===== config.mk =====
export PLATFORM = sky130hd
export DESIGN_NAME = march_multi_patgen_flat
export DESIGN_NICKNAME = d
export VERILOG_FILES = /design/src/rtl/march_multi_patgen_if.sv /design/src/rtl/march_multi_patgen.sv /design/src/flat_wrapper.sv
export SDC_FILE = /design/constraint.sdc
export NUM_CORES = 1
export LEC_CHECK = 0
export ABC_AREA = 1
export CAP_MARGIN = 10
export CORE_UTILIZATION = 40
export CTS_BUF_LIST = sky130_fd_sc_hd__clkbuf_4 sky130_fd_sc_hd__clkbuf_8
export CTS_CLUSTER_SIZE = 28
export DETAILED_ROUTE_END_ITERATION = 7
export MAX_ROUTING_LAYER = met4
export PLACE_DENSITY = 0.87
export SLEW_MARGIN = 20
export SYNTH_ARGS = -nofsm -noshare
export SYNTH_HDL_FRONTEND = slang
export SYNTH_SLANG_ARGS = --single-unit
export TNS_END_PERCENT = 50

===== constraint.sdc =====
create_clock -name clk -period 5.5 [get_ports clk]
set_input_delay 0.825 -clock clk [delete_from_list [all_inputs] [get_ports clk]]
set_output_delay 0.825 -clock clk [all_outputs]
set_load 0.02 [all_outputs]

===== src/rtl/march_multi_patgen_if.sv =====
`default_nettype none
// ============================================================================
// Module   : march_multi_patgen_if
// Purpose  : Bus bundle between a BIST controller (master) and the March
//            pattern generator (slave).
// Signals  : start, alg_sel, bg_sel, en      -- run control (master -> slave)
//            addr, we, re, data, check, wmask -- one memory op per cycle
//            busy, done                       -- run status (slave -> master)
// Revision : 1.0  initial release
// ============================================================================
interface march_multi_patgen_if #(
    parameter int ADDR_WIDTH = 8,
    parameter int DATA_WIDTH = 32,
    parameter int MASK_WIDTH = 4
);
    logic                  start;
    logic                  alg_sel;
    logic [1:0]            bg_sel;
    logic                  en;
    logic [ADDR_WIDTH-1:0] addr;
    logic                  we;
    logic                  re;
    logic [DATA_WIDTH-1:0] data;
    logic [DATA_WIDTH-1:0] check;
    logic [MASK_WIDTH-1:0] wmask;
    logic                  busy;
    logic                  done;

    modport master (
        output start, alg_sel, bg_sel, en,
        input  addr, we, re, data, check, wmask, busy, done
    );

    modport slave (
        input  start, alg_sel, bg_sel, en,
        output addr, we, re, data, check, wmask, busy, done
    );
endinterface
`default_nettype wire


===== src/rtl/march_multi_patgen.sv =====
`default_nettype none
// ============================================================================
// Module   : march_multi_patgen
// Purpose  : March C- (10N) / enhanced March C- (18N) op sequencer for SRAM
//            BIST over a column-muxed array with selectable data background.
//            addr = {row, col}; rows iterate fastest inside each column.
// Ports    : clk   -- clock, all state on posedge
//            rstb  -- synchronous active-low reset
//            bus   -- march_multi_patgen_if.slave (control, op, status)
// Option   : MARCH_MULTI_PATGEN_MASK_WALK_EN -- adds a write-mask walking
//            element MW between M4 and M5 (M5 then expects logical 1).
// Revision : 1.0  initial release
// ============================================================================
module march_multi_patgen #(
    parameter int ADDR_WIDTH = 8,
    parameter int DATA_WIDTH = 32,
    parameter int MASK_WIDTH = 4,
    parameter int MAX_ADDR   = 255,
    parameter int MUX_RATIO  = 4
) (
    input  wire                 clk,
    input  wire                 rstb,
    march_multi_patgen_if.slave bus
);

    localparam int C_MUX_BITS = $clog2(MUX_RATIO);
    localparam int C_ROW_BITS = ADDR_WIDTH - C_MUX_BITS;
    localparam int C_NROWS    = (MAX_ADDR + 1) / MUX_RATIO;
    // Op index must cover 4 ops (enhanced) and 2*MASK_WIDTH ops (mask walk).
    localparam int C_OP_BITS  = $clog2(2 * MASK_WIDTH + 4);

    localparam logic [C_ROW_BITS-1:0] C_LAST_ROW = C_ROW_BITS'(C_NROWS - 1);
    localparam logic [C_MUX_BITS-1:0] C_LAST_COL = C_MUX_BITS'(MUX_RATIO - 1);

    // Checkerboard base word: bit i equals i[0] (…1010).
    function automatic logic [DATA_WIDTH-1:0] f_checker();
        logic [DATA_WIDTH-1:0] p;
        p = '0;
        for (int i = 0; i < DATA_WIDTH; i++) begin
            p[i] = i[0];
        end
        return p;
    endfunction
    localparam logic [DATA_WIDTH-1:0] C_CHECKER = f_checker();

    typedef enum logic [3:0] {
        S_IDLE = 4'd0,
        S_M0   = 4'd1,
        S_M1   = 4'd2,
        S_M2   = 4'd3,
        S_M3   = 4'd4,
        S_M4   = 4'd5,
        S_M5   = 4'd6,
        S_MW   = 4'd7,
        S_DONE = 4'd8
    } state_t;

    state_t                  state_q, state_d;
    logic [C_ROW_BITS-1:0]   row_q,   row_d;
    logic [C_MUX_BITS-1:0]   col_q,   col_d;
    logic [C_OP_BITS-1:0]    op_q,    op_d;
    logic                    alg_q,   alg_d;
    logic [1:0]              bg_q,    bg_d;

    // Per-element descriptors of the current state.
    logic [C_OP_BITS-1:0]    w_nops;
    logic                    w_down;
    state_t                  w_next;
    logic                    w_last_op;
    logic                    w_last_addr;
    logic                    w_active;

    // Op decode.
    logic                    w_write;
    logic                    w_read;
    logic                    w_val;
    logic                    w_mw;
    logic [DATA_WIDTH-1:0]   w_bg;
    logic [DATA_WIDTH-1:0]   w_phys;
    logic [DATA_WIDTH-1:0]   w_check;
    logic [MASK_WIDTH-1:0]   w_wmask;

    // ------------------------------------------------------------------
    // State register
    // ------------------------------------------------------------------
    always_ff @(posedge clk) begin
        if (!rstb) begin
            state_q <= S_IDLE;
            row_q   <= '0;
            col_q   <= '0;
            op_q    <= '0;
            alg_q   <= 1'b0;
            bg_q    <= 2'd0;
        end else begin
            state_q <= state_d;
            row_q   <= row_d;
            col_q   <= col_d;
            op_q    <= op_d;
            alg_q   <= alg_d;
            bg_q    <= bg_d;
        end
    end

    // ------------------------------------------------------------------
    // Element descriptor: op count, direction, successor
    // ------------------------------------------------------------------
    always_comb begin
        w_nops = C_OP_BITS'(1);
        w_down = 1'b0;
        w_next = S_DONE;
        case (state_q)
            S_M0: w_next = S_M1;
            S_M1: begin
                w_nops = alg_q ? C_OP_BITS'(4) : C_OP_BITS'(2);
                w_next = S_M2;
            end
            S_M2: begin
                w_nops = alg_q ? C_OP_BITS'(4) : C_OP_BITS'(2);
                w_next = S_M3;
            end
            S_M3: begin
                w_nops = alg_q ? C_OP_BITS'(4) : C_OP_BITS'(2);
                w_down = 1'b1;
                w_next = S_M4;
            end
            S_M4: begin
                w_nops = alg_q ? C_OP_BITS'(4) : C_OP_BITS'(2);
                w_down = 1'b1;
`ifdef MARCH_MULTI_PATGEN_MASK_WALK_EN
                w_next = S_MW;
`else
                w_next = S_M5;
`endif
            end
`ifdef MARCH_MULTI_PATGEN_MASK_WALK_EN
            S_MW: begin
                w_nops = C_OP_BITS'(2 * MASK_WIDTH);
                w_next = S_M5;
            end
`endif
            S_M5: w_next = S_DONE;
            default: ;
        endcase
    end

    assign w_active    = (state_q != S_IDLE) && (state_q != S_DONE);
    assign w_last_op   = (op_q == (w_nops - C_OP_BITS'(1)));
    assign w_last_addr = w_down ? ((row_q == '0) && (col_q == '0))
                                : ((row_q == C_LAST_ROW) && (col_q == C_LAST_COL));

    // ------------------------------------------------------------------
    // Next-state / counter sequencing
    // ------------------------------------------------------------------
    always_comb begin
        state_d = state_q;
        row_d   = row_q;
        col_d   = col_q;
        op_d    = op_q;
        alg_d   = alg_q;
        bg_d    = bg_q;
        case (state_q)
            S_IDLE, S_DONE: begin
                if (bus.start) begin
                    alg_d   = bus.alg_sel;
                    bg_d    = bus.bg_sel;
                    row_d   = '0;
                    col_d   = '0;
                    op_d    = '0;
                    state_d = S_M0;
                end
            end
            default: begin
                if (bus.en) begin
                    if (!w_last_op) begin
                        op_d = op_q + C_OP_BITS'(1);
                    end else begin
                        op_d = '0;
                        if (!w_last_addr) begin
                            if (w_down) begin
                                if (row_q == '0) begin
                                    row_d = C_LAST_ROW;
                                    col_d = col_q - C_MUX_BITS'(1);
                                end else begin
                                    row_d = row_q - C_ROW_BITS'(1);
                                end
                            end else begin
                                if (row_q == C_LAST_ROW) begin
                                    row_d = '0;
                                    col_d = col_q + C_MUX_BITS'(1);
                                end else begin
                                    row_d = row_q + C_ROW_BITS'(1);
                                end
                            end
                        end else begin
                            // Next element reloads its own first address.
                            state_d = w_next;
                            if ((w_next == S_M3) || (w_next == S_M4)) begin
                                row_d = C_LAST_ROW;
                                col_d = C_LAST_COL;
                            end else begin
                                row_d = '0;
                                col_d = '0;
                            end
                        end
                    end
                end
            end
        endcase
    end

    // ------------------------------------------------------------------
    // Op decode. Elements M1/M3 read 0 first then 1 (r0,w1,r1,w1);
    // M2/M4 mirror that (r1,w0,r0,w0). Writes sit on odd op indices.
    // ------------------------------------------------------------------
    always_comb begin
        w_write = 1'b0;
        w_read  = 1'b0;
        w_val   = 1'b0;
        w_mw    = 1'b0;
        case (state_q)
            S_M0: w_write = 1'b1;
            S_M1, S_M3: begin
                w_write = op_q[0];
                w_read  = ~op_q[0];
                w_val   = (op_q != '0);
            end
            S_M2, S_M4: begin
                w_write = op_q[0];
                w_read  = ~op_q[0];
                w_val   = (op_q == '0);
            end
`ifdef MARCH_MULTI_PATGEN_MASK_WALK_EN
            S_MW: begin
                w_mw    = 1'b1;
                w_write = ~op_q[0];
                w_read  = op_q[0];
                w_val   = 1'b1;
            end
            S_M5: begin
                w_read  = 1'b1;
                w_val   = 1'b1;
            end
`else
            S_M5: w_read = 1'b1;
`endif
            default: ;
        endcase
    end

    always_comb begin
        case (bg_q)
            2'd1:    w_bg = C_CHECKER ^ {DATA_WIDTH{row_q[0] ^ col_q[0]}};
            2'd2:    w_bg = {DATA_WIDTH{row_q[0]}};
            default: w_bg = '0;
        endcase
    end

    assign w_phys = w_bg ^ {DATA_WIDTH{w_val}};

`ifdef MARCH_MULTI_PATGEN_MASK_WALK_EN
    localparam int C_LANE_W = DATA_WIDTH / MASK_WIDTH;

    logic [C_OP_BITS-1:0]  w_k;
    logic [DATA_WIDTH-1:0] w_mw_check;

    // Op pair k: write lane k only, then read back. Lanes 0..k now hold 1.
    assign w_k = op_q >> 1;

    always_comb begin
        w_mw_check = w_bg;
        for (int l = 0; l < MASK_WIDTH; l++) begin
            if (C_OP_BITS'(l) <= w_k) begin
                w_mw_check[l*C_LANE_W +: C_LANE_W] = ~w_bg[l*C_LANE_W +: C_LANE_W];
            end
        end
    end

    assign w_check = w_mw ? w_mw_check : w_phys;
    assign w_wmask = (w_mw && w_write) ? (MASK_WIDTH'(1) << w_k) : '1;
`else
    assign w_check = w_phys;
    assign w_wmask = (w_mw) ? '0 : '1;
`endif

    // ------------------------------------------------------------------
    // Outputs
    // ------------------------------------------------------------------
    assign bus.addr  = w_active ? {row_q, col_q} : '0;
    assign bus.we    = w_write;
    assign bus.re    = w_read;
    assign bus.data  = w_write ? w_phys  : '0;
    assign bus.check = w_read  ? w_check : '0;
    assign bus.wmask = w_wmask;
    assign bus.busy  = w_active;
    assign bus.done  = (state_q == S_DONE);

endmodule
`default_nettype wire


===== src/flat_wrapper.sv =====
// flat-port wrapper written by rule: the top's interface ports become plain ports
module march_multi_patgen_flat 
#(
    parameter int ADDR_WIDTH = 8,
    parameter int DATA_WIDTH = 32,
    parameter int MASK_WIDTH = 4,
    parameter int MAX_ADDR   = 255,
    parameter int MUX_RATIO  = 4
)
  (clk, rstb, bus_start, bus_alg_sel, bus_bg_sel, bus_en, bus_addr, bus_we, bus_re, bus_data, bus_check, bus_wmask, bus_busy, bus_done);
  march_multi_patgen_if #(.ADDR_WIDTH(ADDR_WIDTH), .DATA_WIDTH(DATA_WIDTH), .MASK_WIDTH(MASK_WIDTH)) bus_i ();
  input  wire clk;
  input  wire rstb;
  input wire logic [$bits(bus_i.start)-1:0] bus_start;
  input wire logic [$bits(bus_i.alg_sel)-1:0] bus_alg_sel;
  input wire logic [$bits(bus_i.bg_sel)-1:0] bus_bg_sel;
  input wire logic [$bits(bus_i.en)-1:0] bus_en;
  output wire logic [$bits(bus_i.addr)-1:0] bus_addr;
  output wire logic [$bits(bus_i.we)-1:0] bus_we;
  output wire logic [$bits(bus_i.re)-1:0] bus_re;
  output wire logic [$bits(bus_i.data)-1:0] bus_data;
  output wire logic [$bits(bus_i.check)-1:0] bus_check;
  output wire logic [$bits(bus_i.wmask)-1:0] bus_wmask;
  output wire logic [$bits(bus_i.busy)-1:0] bus_busy;
  output wire logic [$bits(bus_i.done)-1:0] bus_done;
  assign bus_i.start = bus_start;
  assign bus_i.alg_sel = bus_alg_sel;
  assign bus_i.bg_sel = bus_bg_sel;
  assign bus_i.en = bus_en;
  assign bus_addr = bus_i.addr;
  assign bus_we = bus_i.we;
  assign bus_re = bus_i.re;
  assign bus_data = bus_i.data;
  assign bus_check = bus_i.check;
  assign bus_wmask = bus_i.wmask;
  assign bus_busy = bus_i.busy;
  assign bus_done = bus_i.done;
  march_multi_patgen #(.ADDR_WIDTH(ADDR_WIDTH), .DATA_WIDTH(DATA_WIDTH), .MASK_WIDTH(MASK_WIDTH), .MAX_ADDR(MAX_ADDR), .MUX_RATIO(MUX_RATIO)) u_core (.clk(clk), .rstb(rstb), .bus(bus_i));
endmodule

==> run metrics <==
status=complete, no violations; Post-Layout Inst Area=0.00250 mm2; CTS clk-pin slew, worst paths=about 0.080 ns; Total Wirelength=4250 um; Seq/Total Area, Yosys=0.186; Synth Area in XOR/XNOR=0.0386; slowest cell on the critical path=clkdlybuf4s50_1; H-Tree Depth=1; Post-Synth Simple-Gate Area=0.355; CP max FO=16; Die ar.=between 0.005 and 0.006 mm2; Post-synth EDFFs=0; vias in the first global route=roughly 1,500; # Post-CTS Setup Buffers=0; 1st-iter DRT viols=a little under 80; period utilization=0.709; pwr/cell area=about 320 mW/mm2; register area=approximately 380 um2; drt wl/cell=roughly 11 um; Synth top area share=0.235; Slew Limit Headroom=0.435; Tot Pwr=slightly below 800 uW; CTS tree=yes; Finished Core Util=0.519; GPL Wtd Cong=between 0.8 and 0.9; dominant cells by area after synthesis=buf_4 24%, dfxtp_1 19%, nand2_1 9.7%; min cycle time layout=just under 4 ns; worst skew pair latency=0.26 ns; Via Count=between 1,500 and 2,000; critical path endpoint category=output port; final setup violation count=0; reg2reg start=u_core.state_q[3]; Post-DP HPWL=roughly 3400 um; DIE HEIGHT=73.5 um; post-synthesis compound-gate area fraction=0.0570; Top FF cell, synth=dfxtp_1; Hold Crit Class=reg -> reg; grt total ovfl=0; Critical Path AT=3.07 ns; pin count of the biggest net entering global routing=17; Post-CTS Hold Buffers=0; Hold Crit Depth=2; # diodes=0; most frequent cells in the layout=82 x clkdlybuf4s50_1, 53 x nand2_1, 37 x nor2_1, 32 x nand3_1, 28 x inv_1; crit path buf inv count=2; share of cells above drive strength 1=0.0970; max_cap viols=0; clock sinks=19; Fill cells=approximately 510; Cells after Synth=309; Area growth syn-to-layout=22.5%; Crit path required time=approximately 4.7 ns; Total GRT Usage=0.160; Rows=25; worst r2r dst=u_core.col_q[0]; initial core utilization=0.424; placed inst area=approximately 0.0025 mm2; most common cell after layout, fill and taps aside=clkdlybuf4s50_1; number of CTS-inserted buffers=3; Antenna Nets Post-Route=0; Post-Synth Adder-Cell Area=0.0490; Post-Layout Cell Count=approximately 400; hold endpoint=u_core.bg_q[1]; Ports=87; CP Class=reg -> out; Synth cell types=33; actual slew at the worst max-slew pin=roughly 0.84 ns; largest stage delay on the critical path=around 0.76 ns; Core Box Area=just under 0.005 mm2; R2R depth=11; final count of pins violating max slew=0; Layout Nets=between 300 and 400; Hold Slack=a little under 0.5 ns; Setup Skew=between 0.003 and 0.004 ns; HP Start=u_core.bg_q[1]; multiplexer share of the synthesized area=0; IO buf count=~80; largest area contributor in the netlist=buf_4; final worst slack=between 1.5 and 2 ns; yosys warns=0; Post-route DRC=0; LEAKAGE=between 1 and 1.5 nW; clk buf depth=2; Reg2Reg Setup Slack=between 3 and 4 ns; Hold Fails Final Rpt=0; Root Driver=clkbuf_8; Die X=about 73 um; Netlist Area Pre-Place=slightly above 0.002 mm2; DRT Pass-1 Iters=4; main combinational cell family by area after synthesis=simple AND/OR/NAND/NOR gates; first-pass GRT wire length=about 6700 um; Final TNS setup=0 ns; Multi-input gate area=between 0.001 and 0.0015 mm2; Startpoint Class=flop; post-cts gate resize count=0; Seq cells post-synth=19; vias per cell=between 4 and 5; family with the most delay on the worst path=simple AND/OR/NAND/NOR gates; Top cell by count, worst path=nand2_1; dpl cells=a little under 400; Max VDD drop=roughly 0.28 mV; RSZ-0062 raised after global routing=false; FMAX=~260 MHz; pre-CTS WS=1.83 ns; Avg Cell Area, Syn=between 6 and 7 um2; initial antenna violation count=0; crit-path cells=nand3_2 -> nand2_4 -> ha_1 -> nand2_1 -> nand2_1 -> inv_1 -> nor2_1 -> clkdlybuf4s50_1; asr flop ratio synth=0
-- synthesized netlist by cell type, types with 4 or more instances --
master	instances
o21ai_0	4
nor2_1	37
inv_2	5
ha_1	8
buf_4	64
dfxtp_1	19
nand3_2	4
a21oi_1	12
inv_1	28
nand2_2	7
nand3_1	32
xor2_1	6
nand2_1	53
-- worst max-delay path by stage --
stage | startpoint | end | slack, ns | cells after the start
after floorplan | u_core.state_q[2] | bus_data[10] | 2.48 | 9
after global placement | u_core.state_q[2] | bus_data[7] | 1.98 | 8
after detailed placement | u_core.state_q[2] | bus_data[17] | 1.83 | 8
after CTS | u_core.state_q[2] | bus_data[17] | 1.51 | 8
after global routing | u_core.state_q[2] | bus_data[5] | 1.33 | 8
final | u_core.state_q[2] | bus_data[17] | 1.60 | 8
-- state kept, by name, indices dropped and copies added (netlist names) --
name,cells
u_core.bg_q,2
u_core.state_q,4
u_core.col_q,2
u_core.alg_q,1
u_core.op_q,4
u_core.row_q,6
-- report_power, final --
| part | internal, mW | total (mW) | switching, mW | leakage [nW] |
|---|---|---|---|---|
| Clock | 0.0512 | 0.104 | 0.0528 | 0.0217 |
| Sequential | 0.166 | 0.202 | 0.0361 | 0.155 |
| Combinational | 0.180 | 0.489 | 0.309 | 0.903 |
-- area by class of cell --
cell class | count | share of cell area
repair buffers | 82 | 0.328
multi-input cells | 190 | 0.413
clock buffers | 3 | 0.0165
flip-flops and latches | 19 | 0.152
clock inverters | 1 | 0.00300
inverters | 35 | 0.0535
well taps | 67 | 0.0335
-- worst register-to-register path, delay by kind of cell (launching register included) --
| family | cells | cell delay [ns] |
|---|---|---|
| fa+ha+maj | 1 | 0.29 |
| simple gates | 9 | 1.29 |
| flops | 1 | 0.38 |
| buf+inv | 1 | 0.11 |
-- logic make-up (layout without fill, tap and decap cells) --
family / Yosys count / count (layout)
other: 1 / 4
adder cells (fa/ha/maj): 8 / 8
flip-flops: 19 / 19
buffers and inverters: 103 / 121
AO/OA/AOI/OAI: 20 / 20
XOR/XNOR: 9 / 9
AND/OR/NAND/NOR: 149 / 149
-- layer usage --
metal,global-route usage,part of all wire,up-vias
li1,-,-,933
met3,0.0247,0.074,9
met4,0.0449,0.014,0
met2,0.270,0.46,77
met1,0.198,0.45,791
met5,-,0,-
Power figures use the tool's default switching activity.
